File: config.mk
export PLATFORM = sky130hd
export DESIGN_NAME = axis_csum_appender
export DESIGN_NICKNAME = d
export VERILOG_FILES = /design/src/rtl/axis_csum_appender.sv
export SDC_FILE = /design/constraint.sdc
export NUM_CORES = 1
export LEC_CHECK = 0
export CAP_MARGIN = 20
export CORE_MARGIN = 5
export CORE_UTILIZATION = 25
export DETAILED_ROUTE_END_ITERATION = 6
export MAX_ROUTING_LAYER = met4
export SLEW_MARGIN = 30
export SYNTH_ARGS = -nofsm -noshare
export SYNTH_HDL_FRONTEND = slang
export SYNTH_SLANG_ARGS = --single-unit
File: constraint.sdc
create_clock -name clk -period 6.5 [get_ports clk]
set_input_delay 0.975 -clock clk [delete_from_list [all_inputs] [get_ports clk]]
set_output_delay 0.975 -clock clk [all_outputs]
set_load 0.02 [all_outputs]
File: src/rtl/axis_csum_appender.sv
// axis_csum_appender
// AXI-Stream byte stage that forwards every payload byte unchanged and then
// appends a big-endian 16-bit modulo-2^16 sum of the packet. tlast moves from
// the final payload byte to the low checksum byte. A single registered output
// slot gives full-rate streaming with backpressure.
//
// Optional build macro CSUM_PKT_STATS_EN adds the pkt_count and max_len
// statistics outputs. Without it neither port nor its registers exist.
module axis_csum_appender #(
  parameter logic [15:0] SEED        = 16'h0000,
  parameter int          MAX_PKT_LEN = 2048
) (
  input  logic        clk,
  input  logic        reset_n,
  input  logic [7:0]  s_tdata,
  input  logic        s_tvalid,
  output logic        s_tready,
  input  logic        s_tlast,
  output logic [7:0]  m_tdata,
  output logic        m_tvalid,
  input  logic        m_tready,
  output logic        m_tlast,
  output logic        len_err
`ifdef CSUM_PKT_STATS_EN
  ,
  output logic [15:0] pkt_count,
  output logic [11:0] max_len
`endif
);

  typedef enum logic [1:0] {
    PASS    = 2'd0,
    CSUM_HI = 2'd1,
    CSUM_LO = 2'd2
  } state_t;

  // Length limit widened by one bit so len+1 never wraps in the compare.
  localparam logic [12:0] LEN_LIMIT = 13'(MAX_PKT_LEN);

  state_t      state;
  logic [15:0] sum;
  logic [11:0] len;

  logic        slot_free;
  logic        take;
  logic [11:0] len_next;
  logic        len_over;
  logic [15:0] sum_next;

  // Running sum: 16-bit add of a zero-extended byte, wraps modulo 2^16.
  function automatic logic [15:0] add_byte(input logic [15:0] acc,
                                           input logic [7:0]  b);
    return acc + {8'h00, b};
  endfunction

  // Packet length counter saturates at its all-ones value instead of wrapping.
  function automatic logic [11:0] sat_inc12(input logic [11:0] v);
    return (v == 12'hFFF) ? v : v + 12'd1;
  endfunction

  // The output slot can take a new byte when empty or being drained this cycle.
  assign slot_free = !m_tvalid || m_tready;
  assign s_tready  = (state == PASS) && slot_free;
  assign take      = s_tvalid && s_tready;
  assign len_next  = sat_inc12(len);
  assign len_over  = ({1'b0, len} + 13'd1) > LEN_LIMIT;
  assign sum_next  = add_byte(sum, s_tdata);

  // Output slot, running sum/length and the pass/checksum sequencer.
  always_ff @(posedge clk or negedge reset_n) begin
    if (!reset_n) begin
      state    <= PASS;
      sum      <= SEED;
      len      <= 12'd0;
      m_tdata  <= 8'h00;
      m_tvalid <= 1'b0;
      m_tlast  <= 1'b0;
      len_err  <= 1'b0;
    end else if (slot_free) begin
      m_tvalid <= 1'b0;
      case (state)
        PASS: begin
          if (take) begin
            m_tdata  <= s_tdata;
            m_tvalid <= 1'b1;
            m_tlast  <= 1'b0;
            sum      <= sum_next;
            len      <= len_next;
            if (len_over) begin
              len_err <= 1'b1;
            end
            if (s_tlast) begin
              state <= CSUM_HI;
            end
          end
        end
        CSUM_HI: begin
          m_tdata  <= sum[15:8];
          m_tvalid <= 1'b1;
          m_tlast  <= 1'b0;
          state    <= CSUM_LO;
        end
        CSUM_LO: begin
          m_tdata  <= sum[7:0];
          m_tvalid <= 1'b1;
          m_tlast  <= 1'b1;
          sum      <= SEED;
          len      <= 12'd0;
          state    <= PASS;
        end
        default: begin
          state <= PASS;
        end
      endcase
    end
  end

`ifdef CSUM_PKT_STATS_EN
  // Count packets as their final checksum byte leaves on the output handshake.
  always_ff @(posedge clk or negedge reset_n) begin
    if (!reset_n) begin
      pkt_count <= 16'd0;
    end else if (m_tvalid && m_tready && m_tlast) begin
      pkt_count <= pkt_count + 16'd1;
    end
  end

  // Track the longest payload, sampled as the packet moves into CSUM_HI.
  always_ff @(posedge clk or negedge reset_n) begin
    if (!reset_n) begin
      max_len <= 12'd0;
    end else if (take && s_tlast && (len_next > max_len)) begin
      max_len <= len_next;
    end
  end
`endif

endmodule

Word level (Yosys, flattened, before mapping)
Index checks and enable logic that the tools add are counted.
- reductions and logical operators: 13
- equality and inequality tests: 6
- $lt $le $gt $ge: 1
- muxes and demuxes: 14
- add/sub/neg operators: 3
- operator list (cell ; count):
    $pmux 16 s2 ; 1
    $mux 12 ; 2
    $pmux 12 s2 ; 1
    $pmux 8 s3 ; 1
    $add 16x8->16 ; 1
    $mux 16 ; 1
    $add 12x1->13 const B ; 1
    $gt 13x12->1 const B ; 1
    $add 12x1->12 const B ; 1
    $eq 12x12->1 const B ; 1
    $reduce_and 3->1 ; 3
    $mux 8 ; 1
    $reduce_and 4->1 ; 2
    $ne 2x2->1 const B ; 3
    $mux 2 ; 2
    $pmux 2 s2 ; 1
    $pmux 1 s3 ; 1
    $reduce_bool 3->1 ; 1
    $eq 2x1->1 const B ; 1
    $eq 2x2->1 const B ; 1
    $logic_and 1x1->1 ; 2
    $logic_not 2->1 ; 1
    $mux 1 ; 2
    $pmux 1 s2 ; 1
    4 further kinds ; 4
- register bits: 41
- input bits: 13
- logic and storage cells: 44

Depth between registers and ports, before layout
Gate-level depths: netlist of the first run.
- depth after elaboration: 6
- gate-level depth with buffers: 9

Worst setup path before layout of the first run
OpenSTA, ideal clock, no wires.
- path type: input -> register
- start: input port s_tdata[0]
- end: register sum[12]
- stages: 6
- setup slack: 3.830 ns
- data arrival time: 2.550 ns
- setup time: 0.120 ns
- cell sequence: ha_1 fa_1 a21o_1 a221oi_2 a211oi_2 a31o_2
- longest elaborated chain between the ends: 3
- ends and longest elaborated chain (item ; line ; source):
    start, declared ; 15 ; input logic [7:0] s_tdata,
    $add 16x8->16 ; 53 ; return acc + {8'h00, b};
    $mux 16 ; 83 ; if (take) begin
    $pmux 16 s2 ; 81 ; case (state)
    end signal, assigned ; 87 ; sum <= sum_next;
    end, declared ; 41 ; logic [15:0] sum;
Every way passes these cells. The select of a mux whose other input is x is not followed.
A chain may end at the register's enable or synchronous reset.

Worst setup path in the final report of the first run
- start: input port m_tready
- end: output port s_tready
- longest elaborated chain between the ends: 2
- ends and longest elaborated chain (item ; line ; source):
    start, declared ; 21 ; input logic m_tready,
    $logic_or 1x1->1 ; 62 ; assign slot_free = !m_tvalid || m_tready;
    $logic_and 1x1->1 ; 63 ; assign s_tready = (state == PASS) && slot_free;
    end, declared ; 17 ; output logic s_tready,
Every way passes these cells.

==> results of run 1 <==
## per-layer routing
layer	vias to the layer above	part of all wire, %	wire (µm)	track usage [%]
met5	-	0	0	-
met4	0	1.3	85	3.21
met3	6	5.5	369	2.21
met2	52	43	2860	16.2
met1	1115	50	3330	14.5
li1	1168	-	-	-
## synthesized netlist by cell type (all sizes together), types with 3 or more instances
master	instances	area, µm²
nand3	7	35.0
nand4	5	31.3
nor3	9	45.0
o31ai	3	22.5
clkbuf	13	50.0
a31oi	4	25.0
dfrtp	41	1030
buf	7	50.1
nor2	18	67.6
inv	7	26.3
nand2	46	180
nor4	6	43.8
a21o	4	30.0
or3	3	18.8
o21a	4	30.0
xor2	3	26.3
xnor2	3	26.3
mux2	5	60.1
mux2i	8	80.1
a211oi	3	27.5
nand2b	6	37.5
and3	5	31.3
a21oi	13	65.1
ha	15	188
nor3b	3	22.5
o21ai	35	175
nor2b	3	18.8
a22oi	8	60.1
a311oi	3	26.3
## flip-flops by register name, summed over array words and instances, names as in the netlist
signal	count
len_err	1
sum	16
m_tvalid	1
m_tlast	1
m_tdata	8
len	12
state	2
## cell families after synthesis
logic type	share of synthesized area, %
XOR/XNOR	1.91
adder cells (fa/ha/maj)	7.56
AND/OR/NAND/NOR	22.3
flip-flops	37.3
buffers and inverters	4.60
AO/OA/AOI/OAI	21.2
multiplexers	5.10
## worst min-delay path: cells and delay by family (launching register included)
family	cells	cell delay, ns
DFF	1	0.35
AOI/OAI and AO/OA	1	0.06
and+or+nand+nor	1	0.05
## report_power, final
part	leakage (nW)	internal, W	switching [W]	total, W
logic	0.765	0.000320	0.000452	0.000772
clock network	0.0585	0.000125	0.0000897	0.000215
registers	0.492	0.000354	0.000114	0.000468
## worst max path at each step
| stage | from | end | slack [ns] | depth (start not counted) |
|---|---|---|---|---|
| finish | m_tready | s_tready | 2.89 | 4 |
| floorplan | s_tdata[0] | sum[12] | 3.83 | 6 |
| detailed placement | m_tready | s_tready | 2.91 | 4 |
| CTS | m_tready | s_tready | 2.90 | 4 |
| global placement | m_tready | s_tready | 2.95 | 4 |
| global route | m_tready | s_tready | 2.83 | 4 |
## layout by cell type, fill, tap and decap left out, types with 4 or more instances in the layout
cell type        instances
nand2b_1                 6
and3_1                   5
clkbuf_8                 6
mux2_2                   4
nand4_1                  5
o21a_1                   4
inv_1                    7
nor2_1                  18
o21ai_0                 34
a31oi_1                  4
ha_1                    14
nand3_1                  7
mux2i_1                  8
nor3_1                   9
a21o_1                   4
a21oi_1                 13
clkdlybuf4s50_1         23
nand2_1                 45
nor4_1                   5
dfrtp_1                 41
a22oi_1                  8
## stage by stage
stage	total power [W]	setup WS [ns]	hold slack [ns]	cells
after floorplan	0.00103	3.83	0.476	313
after global placement	0.00122	2.95	0.467	457
after detailed placement	0.00124	2.91	0.477	457
after CTS	0.00146	2.90	0.495	465
after global routing	0.00159	2.83	0.510	465
final	0.00145	2.89	0.488	465
## layout make-up
type                    count  area (µm²)  share of cell area [%]
multi-input cells         245        1600                    50.3
flip-flops and latches     41        1030                    32.3
repair buffers             24         238                    7.47
well taps                 140         175                    5.51
clock buffers               7        86.3                    2.71
clock inverters             1        30.0                   0.944
inverters                   7        26.3                   0.826
==> flow_metrics.env, run 1 <==
export IMPL_vias=2341
export IMPL_p_leak_nw=1.32
export IMPL_slowest_stage="clkdlybuf4s50_1"
export IMPL_globalRouteOverflowTotal=0
export IMPL_wl_um=6650
export IMPL_cts_hold_fix_buffers=0
export IMPL_fp_dieW_um=115
export IMPL_cp_top_family="buffers and inverters"
export IMPL_status="completed"
export IMPL_dp_final_hpwl_um=4670
export IMPL_worst_endpoint_required_ns=5.52
export IMPL_synth_ff_type="dfrtp_1"
export IMPL_design_area_mm2=0.00318
export IMPL_clock_sinks=41
export IMPL_placed_area_mm2=0.00306
export IMPL_p_per_area_mw_per_mm2=457
export IMPL_cts_htree_levels=2
export IMPL_grt_max_degree=42
export IMPL_min_period_over_period_pct=55.5
export IMPL_vdd_drop_max_v=0.000163
export IMPL_grt_pass1_wl_um=11000
export IMPL_syn_to_final_growth_pct=15.7
export IMPL_synth_seq_cells=41
export IMPL_nFillCells=1144
export IMPL_max_slew_margin_pct=57.7
export IMPL_rsz0062_at_grt="no"
export IMPL_fin_crit_ns=3.61
export IMPL_dr_pass1_iters=4
export IMPL_worst_path_max_fanout=10
export IMPL_layout_drive_gt1_share_pct=6.46
export IMPL_first_global_vias=2214
export IMPL_cp_slowest_stage_delay_ns=0.61
export IMPL_cts_setup_buffers=0
export IMPL_tritoncts="yes"
export IMPL_r2r_start="state[0]"
export IMPL_synth_nets=342
export IMPL_routedWlPerCell_um=14.3
export IMPL_synthArstFlopShare_pct=100
export IMPL_fp_dieH_um=115
export IMPL_yosysUniqueCellTypes=57
export IMPL_max_cap_violations=0
export IMPL_start_kind="input port"
export IMPL_skew_ns=0.00239
export IMPL_crit_top_cell="clkdlybuf4s50_1"
export IMPL_whs_path_depth=2
export IMPL_clkSlewWorstSetupHoldPaths_ns=0.08
export IMPL_hold_end="m_tdata[2]"
export IMPL_viasPerCell=5.03
export IMPL_synthCells=313
export IMPL_antenna_found_initial=0
export IMPL_finalMaxSlewViolations=0
export IMPL_cp_cell_sequence="clkdlybuf4s50_1, nand2b_1, and2_1, clkdlybuf4s50_1"
export IMPL_port_buffers=24
export IMPL_fin_setup_tns_ns=0
export IMPL_rows=38
export IMPL_start_util_pct=25.5
export IMPL_gp_congestion=0.870
export IMPL_r2r_cells=7
export IMPL_crit_type="input port to output pin"
export IMPL_critPathArrivalTime_ns=2.63
export IMPL_n_antenna_cell=0
export IMPL_drc=0
export IMPL_setup_viol=0
export IMPL_postRouteAntennaNets=0
export IMPL_ys_warn_count=0
export IMPL_rrSetupSlack_ns=3.74
export IMPL_worst_slew_pin_slew_ns=0.634
export IMPL_first_iter_violations=162
export IMPL_io_pins=25
export IMPL_clk_latency_ns=0.29
export IMPL_hold_violations=0
export IMPL_utilization_pct=29.5
export IMPL_grt_usage_pct=10.7
export IMPL_ys_seq_area_share_pct=37.3
export IMPL_clockBufferDepth=2
export IMPL_syn_area_per_cell_um2=8.78
export IMPL_root_buffer="clkbuf_8"
export IMPL_final_nets=353
export IMPL_hold_start="m_tdata[2]"
export IMPL_r2r_end="len[4]"
export IMPL_cts_made_buffers=5
export IMPL_crit_buf_inv=2
export IMPL_die_area_mm2=0.0132
export IMPL_synth_area_mm2=0.00275
export IMPL_cts_resized=0
export IMPL_synth_edf_count=0
export IMPL_clock_fmax_ghz=0.277
export IMPL_min_path_type="register to register"
export IMPL_coreArea_mm2=0.0108
export IMPL_worstSetupEndpointType="output pin"
(Power assumes the default switching activity.)
==> inputs of run 2 (changes only) <==
==> constraint.sdc (replaced) <==
create_clock -name clk -period 3.2 [get_ports clk]
set_input_delay 0.48 -clock clk [delete_from_list [all_inputs] [get_ports clk]]
set_output_delay 0.48 -clock clk [all_outputs]
set_load 0.02 [all_outputs]
==> flow_metrics.env, run 2 (synthesis gave the netlist of run 1 again) <==
export IMPL_antenna_found_initial=0
export IMPL_worst_slew_pin_slew_ns=0.618
export IMPL_gp_congestion=0.871
export IMPL_dpl_worst_slack_ns=0.409
export IMPL_vdd_drop_max_v=0.000296
export IMPL_rows=38
export IMPL_power_w=0.00291
export IMPL_port_buffers=24
export IMPL_cts_made_buffers=5
export IMPL_die_area_mm2=0.0132
export IMPL_gr_usage_met2_pct=15.6
export IMPL_multi_input_area_mm2=0.00160
export IMPL_rsz0062_at_grt="no"
export IMPL_layout_commonest_cell="nand2_1"
export IMPL_worst_endpoint_required_ns=2.72
export IMPL_busiest_layer="met2"
export IMPL_grt_usage_pct=10.6
export IMPL_tritoncts="yes"
export IMPL_crit_type="input port to output pin"
export IMPL_fin_setup_tns_ns=0
export IMPL_wl_um=6690
export IMPL_grt_max_degree=42
export IMPL_clkSlewWorstSetupHoldPaths_ns=0.08
export IMPL_cts_resized=0
export IMPL_dr_pass1_iters=4
export IMPL_postRouteAntennaNets=0
export IMPL_design_area_mm2=0.00317
export IMPL_worst_path_max_fanout=10
export IMPL_syn_to_final_growth_pct=15.3
export IMPL_cts_htree_levels=2
export IMPL_max_slew_margin_pct=58.8
export IMPL_drc=0
export IMPL_cts_setup_buffers=0
export IMPL_root_buffer="clkbuf_8"
export IMPL_cp_slowest_stage_delay_ns=0.61
export IMPL_hold_violations=0
export IMPL_viasPerCell=5.02
export IMPL_status="completed"
export IMPL_nFillCells=1138
export IMPL_dp_final_hpwl_um=4770
export IMPL_coreArea_mm2=0.0108
export IMPL_met3_usage_pct=1.79
export IMPL_clock_sinks=41
export IMPL_largest_reg_flops=16
export IMPL_vias=2339
export IMPL_routedWlPerCell_um=14.4
export IMPL_crit_buf_inv=2
export IMPL_clk_latency_ns=0.30
export IMPL_skew_ns=0.0103
export IMPL_grt_pass1_wl_um=10900
export IMPL_cp_cell_sequence="clkdlybuf4s50_1, nand2b_1, and2_1, clkdlybuf4s50_1"
export IMPL_setup_viol=0
export IMPL_globalRouteOverflowTotal=0
export IMPL_start_util_pct=25.5
export IMPL_layout_drive_gt1_share_pct=6.75
export IMPL_worstSetupEndpointType="output pin"
export IMPL_cts_hold_fix_buffers=0
export IMPL_fin_crit_ns=2.63
export IMPL_finalWorstSetupSlack_ns=0.568
export IMPL_critPathArrivalTime_ns=2.15
export IMPL_slowest_stage="clkdlybuf4s50_1"
export IMPL_clockBufferDepth=2
export IMPL_regMostFlops="sum"
export IMPL_holdWs_ns=0.171
export IMPL_met1_usage_pct=15.0
export IMPL_final_nets=354
export IMPL_clock_fmax_ghz=0.380
export IMPL_placed_area_mm2=0.00307
export IMPL_layout_common_cells="nand2_1, dfrtp_1, o21ai_0"
export IMPL_finalMaxSlewViolations=0
export IMPL_first_global_vias=2112
export IMPL_io_pins=25
export IMPL_p_leak_nw=1.32
export IMPL_n_antenna_cell=0
export IMPL_max_cap_violations=0
export IMPL_first_iter_violations=195
export IMPL_p_per_area_mw_per_mm2=917
export IMPL_cp_top_family="buffers and inverters"
export IMPL_min_path_type="input port to asynchronous set/reset pin"
export IMPL_start_kind="input port"
export IMPL_crit_top_cell="clkdlybuf4s50_1"
export IMPL_min_period_over_period_pct=82.3
export IMPL_fp_dieW_um=115
export IMPL_fp_dieH_um=115
export IMPL_reg_top3="sum: 16 flops, len: 12 flops, m_tdata: 8 flops"
export IMPL_seq_area_mm2=0.00103
==> run 2: cell types whose count changed in the layout (fill, tap and decap cells not counted) <==
cell / change
ha_2: -1
clkbuf_1: -1
clkinv_2: +1
buf_4: +1
clkbuf_8: +1
ha_1: +1
bufinv_16: -1
==> run 2: cell type report <==
cell class / count / area share, %
multi-input combinational: 245 / 50.4
sequential: 41 / 32.4
timing repair buffer: 25 / 7.73
tap: 140 / 5.52
clock buffer: 7 / 3.04
inverter: 7 / 0.829
clock inverter: 1 / 0.158
==> run 2: worst paths after layout <==
path | start | endpoint | slack (ns) | cells after the start
worst max register to register | state[1] | len[2] | 0.69 | 7
worst max-delay path | m_tready | s_tready | 0.57 | 4
worst min-delay path | reset_n | sum[13] | 0.17 | 1
min in group clk | m_tdata[7] | m_tdata[7] | 0.48 | 2
max in group asynchronous | reset_n | sum[1] | 2.65 | 1
worst min register to register | m_tdata[7] | m_tdata[7] | 0.48 | 2
==> run 2: report_power, final <==
| group | total [W] | switching [W] | internal (W) |
|---|---|---|---|
| registers | 0.000950 | 0.000231 | 0.000719 |
| clock network | 0.000378 | 0.000183 | 0.000195 |
| logic | 0.00158 | 0.000927 | 0.000651 |
==> run 2: worst register-to-register path: stages, from the launching register on <==
cell and delay [ns]:
dfrtp_1 0.42, inv_1 0.12, ha_1 0.35, mux2_4 0.37, nand2_4 0.20, a41o_1 0.53, nor4b_1 0.12, a211o_1 0.28
==> run 2: layer usage <==
layer | up-vias | share of wire, %
met5 | - | 0
met1 | 1109 | 49
met2 | 55 | 43
met3 | 7 | 6.0
li1 | 1168 | -
met4 | 0 | 1.1
==> run 2: stage by stage <==
step / util [%] / cells
3_3_place_gp: 28.4 / 458
3_5_place_dp: 28.4 / 458
2_1_floorplan: - / 313
4_1_cts: 29.4 / 466
6_report: 29.4 / 466
5_1_grt: 29.4 / 466
==> inputs of run 3 (changes only) <==
==> constraint.sdc (replaced) <==
create_clock -name clk -period 2.13 [get_ports clk]
set_input_delay 0.3195 -clock clk [delete_from_list [all_inputs] [get_ports clk]]
set_output_delay 0.3195 -clock clk [all_outputs]
set_load 0.02 [all_outputs]
==> flow_metrics.env, run 3 (synthesis gave the netlist of run 1 again) <==
export IMPL_grt_pass1_wl_um=11600
export IMPL_critPathArrivalTime_ns=2.28
export IMPL_sw_frac_of_total_pct=43.7
export IMPL_rows=38
export IMPL_met3_usage_pct=2.58
export IMPL_cp_slowest_stage_delay_ns=0.47
export IMPL_clkSlewWorstSetupHoldPaths_ns=0.09
export IMPL_drc=0
export IMPL_grt_max_degree=32
export IMPL_hold_violations=0
export IMPL_worst_slew_pin_slew_ns=0.495
export IMPL_worst_endpoint_required_ns=2.36
export IMPL_wl_um=7050
export IMPL_seq_power_share_pct=29.1
export IMPL_port_buffers=24
export IMPL_clock_fmax_ghz=0.487
export IMPL_regMostFlops="sum"
export IMPL_status="completed"
export IMPL_dr_pass1_iters=5
export IMPL_p_per_area_mw_per_mm2=1380
export IMPL_grt_usage_pct=11.2
export IMPL_syn_to_final_growth_pct=28.0
export IMPL_clockBufferDepth=2
export IMPL_gp_congestion=0.858
export IMPL_min_path_type="register to register"
export IMPL_max_cap_violations=0
export IMPL_layout_common_cells="nand2_1, dfrtp_1, o21ai_0"
export IMPL_largest_reg_flops=16
export IMPL_gr_usage_met2_pct=17.1
export IMPL_utilization_pct=32.6
export IMPL_skew_ns=0.0117
export IMPL_root_buffer="clkbuf_8"
export IMPL_cts_setup_buffers=0
export IMPL_comb_power_share_pct=57.2
export IMPL_first_iter_violations=143
export IMPL_vias=2483
export IMPL_worstSetupEndpointType="register"
export IMPL_fin_crit_ns=2.05
export IMPL_worst_path_max_fanout=3
export IMPL_crit_buf_inv=1
export IMPL_dp_final_hpwl_um=5240
export IMPL_globalRouteOverflowTotal=0
export IMPL_crit_type="input port to register"
export IMPL_viasPerCell=4.96
export IMPL_layout_commonest_cell="nand2_1"
export IMPL_fp_dieW_um=115
export IMPL_reg_top3="sum: 16 flops, len: 12 flops, m_tdata: 8 flops"
export IMPL_antenna_found_initial=1
export IMPL_clk_latency_ns=0.30
export IMPL_clock_sinks=41
export IMPL_routedWlPerCell_um=14.1
export IMPL_tritoncts="yes"
export IMPL_start_util_pct=25.5
export IMPL_fp_dieH_um=115
export IMPL_min_period_over_period_pct=96.4
export IMPL_postRouteAntennaNets=0
export IMPL_dpl_worst_slack_ns=-0.461
export IMPL_die_area_mm2=0.0132
export IMPL_io_pins=25
export IMPL_slowest_stage="clkdlybuf4s50_1"
export IMPL_met1_usage_pct=14.7
export IMPL_p_leak_nw=1.50
export IMPL_vdd_drop_max_v=0.000465
export IMPL_p_switching_w=0.00212
export IMPL_cp_top_family="compound AO/OA/AOI/OAI gates"
export IMPL_cp_cell_sequence="clkdlybuf4s50_1, ha_4, o21ai_1, o21a_1, or3_4, a311oi_2, mux2i_1"
export IMPL_cts_made_buffers=5
export IMPL_nFillCells=1118
export IMPL_fin_setup_tns_ns=0
export IMPL_max_slew_margin_pct=67.0
export IMPL_cts_htree_levels=2
export IMPL_p_int_w=0.00273
export IMPL_start_kind="input port"
export IMPL_coreArea_mm2=0.0108
export IMPL_final_nets=388
export IMPL_finalWorstSetupSlack_ns=0.0771
export IMPL_layout_drive_gt1_share_pct=17.2
export IMPL_setup_viol=0
export IMPL_first_global_vias=2371
export IMPL_busiest_layer="met2"
export IMPL_pwr_share_clk_pct=13.6
export IMPL_finalMaxSlewViolations=0
[run 3: changes by cell type in the layout (fill, tap and decap cells not counted), sizes merged]
cell	change
buf	+33
diode	+1
dlygate4sd3	+1
bufinv	+1
clkinv	-1
clkdlybuf4s50	-3
dlygate4sd2	+3
[run 3: power by group through the flow]
stage	clock, W	combinational (W)	sequential, W
floorplan	0	0.00175	0.00140
global placement	0	0.00267	0.00141
detailed placement	0	0.00268	0.00142
CTS	0.000679	0.00274	0.00141
global route	0.000716	0.00309	0.00147
finish	0.000662	0.00278	0.00142
[run 3: area by class of cell]
cell class / count / area, µm² / area share [%]
antenna: 1 / 2.50 / 0.0711
clock buffer: 7 / 86.3 / 2.45
clock inverter: 1 / 30.0 / 0.853
inverter: 7 / 26.3 / 0.747
multi-input combinational: 245 / 1660 / 47.2
sequential: 41 / 1030 / 29.2
tap: 140 / 175 / 4.98
timing repair buffer: 59 / 513 / 14.6
[run 3: layer usage]
metal / wire (µm) / share of wire, %
met1: 3430 / 49
met2: 3160 / 45
met3: 350 / 5.0
met4: 111 / 1.6
met5: 0 / 0
[run 3: timing repair]
item,in CTS,in global routing
hold endpoints to repair,10,0
gates resized for setup,8,7
hold buffers,1,0
setup endpoints to repair,8,10
pin swaps,2,4
[run 3: worst register-to-register path, delay by kind of cell (launching register included)]
| kind | cells | cell delay (ns) |
|---|---|---|
| flip-flops | 1 | 0.43 |
| AND/OR/NAND/NOR | 2 | 0.22 |
| multiplexers | 1 | 0.33 |
| buffers and inverters | 2 | 0.28 |
| adder cells (fa/ha/maj) | 1 | 0.21 |
| AO/OA/AOI/OAI | 2 | 0.44 |
[run 3: path summary, 6_finish.rpt]
check	from	cells past startpoint	end	slack, ns
max in group asynchronous	reset_n	3	len[10]	1.12
max	s_tdata[2]	7	sum[9]	0.08
min	m_tdata[2]	2	m_tdata[2]	0.48
min in group asynchronous	reset_n	2	sum[15]	0.51
min reg2reg	m_tdata[2]	2	m_tdata[2]	0.48
max reg2reg	state[0]	8	len[3]	0.09
[run 3: through the flow]
step | power [W] | cell area, µm² | cells | hold WS [ns]
after floorplan | 0.00315 | 2750 | 313 | 0.0239
after global placement | 0.00408 | 3330 | 491 | 0.321
after detailed placement | 0.00411 | 3330 | 491 | 0.317
after CTS | 0.00483 | 3480 | 500 | 0.489
after global routing | 0.00527 | 3520 | 501 | 0.516
final | 0.00486 | 3520 | 501 | 0.484
==> variant (config.mk and constraints of run 2) <==
Add a define of `CSUM_PKT_STATS_EN`.
--- a/src/rtl/axis_csum_appender.sv
+++ b/src/rtl/axis_csum_appender.sv
@@ -7,4 +7,6 @@
 // Optional build macro CSUM_PKT_STATS_EN adds the pkt_count and max_len
 // statistics outputs. Without it neither port nor its registers exist.
+`define CSUM_PKT_STATS_EN
+
 module axis_csum_appender #(
   parameter logic [15:0] SEED        = 16'h0000,
Behaviour (old outputs only; new: max_len and pkt_count): unchanged (Yosys induction, for registers that start in step).
==> variant against run 2 <==
The flow now finishes with violations (negative setup slack); worst setup slack worse by 0.58 ns; area after synthesis grew 46%; register-to-register slack lost 0.71 ns; sequential cell count rose by 28; design area increased by 68%; power up 28%; wire length is 53% higher; first-iteration DRC count grew 39%; critical path type is now flip-flop to flip-flop; largest power group unchanged.
==> variant: results (changes against run 2) <==
The run finished, with violations left. The checks that failed: negative setup slack. The measured slew at the worst slew-check pin is 0.585 ns (was 0.618 ns).

The post-detailed-route wirelength per cell works out to 14.3 um (was 14.4 um). The tools report the launch point of the critical path as len[1] (was m_tready). The run gives 0.140 (was 0.150) as the met1 usage in global routing.

The tools report the number of global-route vias before repair as 3369 (was 2112). For the maximum vdd drop, the log shows 391 uV (was 296 uV). The met2 usage is 0.182 (was 0.156).

The ratio of cells with drive above 1 in the final layout came out at 0.150 (was 0.0675). The clock buffer count from CTS is 9 (was 5), and the number of nets in the layout is 536 (was 354). The maximum fanout count along the critical path came out at 6 (was 10).

The final weighted congestion in routability-driven placement was 0.916 (was 0.871); the post-placement setup slack was 0.0232 ns (was 0.409 ns). Regs by FF count: pkt_count: 16 flops, sum: 16 flops (was sum: 16 flops, len: 12 flops, m_tdata: 8 flops). The element type at the critical path start was a flip-flop (was a primary input). The final wirelength is 10200 um (was 6690 um). The routed metal-1 wirelength is 4450 um (was 3310 um), and the largest net degree at the start of global routing is 37 (was 42). The synthesized netlist net count came out at 459 (was 342). The worst setup margin was -0.0166 ns (was 0.568 ns); the estimated wirelength of the detail-placed design was 7430 um (was 4770 um).

The total net switching power is 1.45 mW (was 1.34 mW). The number of DRC markers after the initial detailed-route iteration is 272 (was 195). The CTS H-tree depth is 3 (was 2), and the number of endpoints failing setup at the final stage is 3 (was 0).

The clock latency at the later pin of the worst-skew pair was 0.34 ns (was 0.30 ns). Synth top area cells: sky130_fd_sc_hd__dfrtp_1, sky130_fd_sc_hd__ha_1, sky130_fd_sc_hd__nand2_1 (was sky130_fd_sc_hd__dfrtp_1, sky130_fd_sc_hd__ha_1, sky130_fd_sc_hd__o21ai_0). Post-synthesis compound-gate area fraction: 0.156 (was 0.212). Share of the yosys chip area belonging to registers: 0.430 (was 0.373). The tools report the source of the worst register-to-register timing path as len[1] (was state[1]).

Arithmetic-cell share of the synthesized area counting full adders, half adders and majority gates: 0.0892 (was 0.0756). Detailed-routed wire length on met3: 476 um (was 399 um). Instance area at placement: 0.00491 mm2 (was 0.00307 mm2). The share of cell area taken by muxes after synthesis came out at 0.0733 (was 0.0510).

Quantity of I/O buffers inserted on ports: 52 (was 24). The critical register-to-register path endpoint is max_len[4] (was len[2]). The met2 layer wire length in the routed design came out at 5150 um (was 2910 um). The capturing element type of the critical path is a flip-flop (was an output port). For the leakage power summed over all cells, the log shows 2.41 nW (was 1.32 nW). The run gives -0.0239 ns (was 0 ns) as the total negative setup slack. The detail-routed via count per cell works out to 4.66 (was 5.02).

The depth of the worst register-to-register path was 13 (was 7); the filler cell count in the final layout was 1565 (was 1138). The tools report the first-pass GRT wire length as 16500 um (was 10900 um). The share of the synthesized netlist area taken by xor and xnor gates works out to 0.0611 (was 0.0191).
[variant: worst min-delay path by stage]
stage          depth (start not counted)  slack (ns)          start            end
2_1_floorplan                          0        0.18        reset_n         len[0]
3_3_place_gp                           1        0.46  pkt_count[15]  pkt_count[15]
3_5_place_dp                           2        0.47     m_tdata[6]     m_tdata[6]
4_1_cts                                1        0.13        reset_n        len[11]
5_1_grt                                1        0.17        reset_n        len[11]
6_report                               1        0.11        reset_n     max_len[3]
[variant: timing repair]
item / in CTS / in global routing
resized for setup: 1 / 17
endpoints found under the setup margin: 8 / 11
setup buffers: 0 / 6
pin swaps: 0 / 3
gates cloned: 0 / 1
[variant: cell type report]
| class | instances | area [um2] | share of cell area |
|---|---|---|---|
| sequential | 69 | 1730 | 0.325 |
| multi-input combinational | 314 | 2210 | 0.415 |
| clock inverter | 7 | 42.5 | 0.00799 |
| inverter | 20 | 75.1 | 0.0141 |
| timing repair buffer | 81 | 771 | 0.145 |
| tap | 216 | 270 | 0.0507 |
| clock buffer | 9 | 225 | 0.0423 |
[variant: worst max-delay path: stages (launching register included)]
cell and delay [ns]:
sky130_fd_sc_hd__dfrtp_2 0.43, sky130_fd_sc_hd__buf_6 0.12, sky130_fd_sc_hd__nand4_1 0.15, sky130_fd_sc_hd__nor3_2 0.20
sky130_fd_sc_hd__nand3_1 0.16, sky130_fd_sc_hd__mux2_4 0.37, sky130_fd_sc_hd__ha_4 0.28, sky130_fd_sc_hd__nand4_1 0.12
sky130_fd_sc_hd__or2_1 0.28, sky130_fd_sc_hd__a21o_1 0.17, sky130_fd_sc_hd__o211ai_1 0.11, sky130_fd_sc_hd__o2111ai_2 0.22
sky130_fd_sc_hd__clkbuf_16 0.22, sky130_fd_sc_hd__mux2_4 0.29
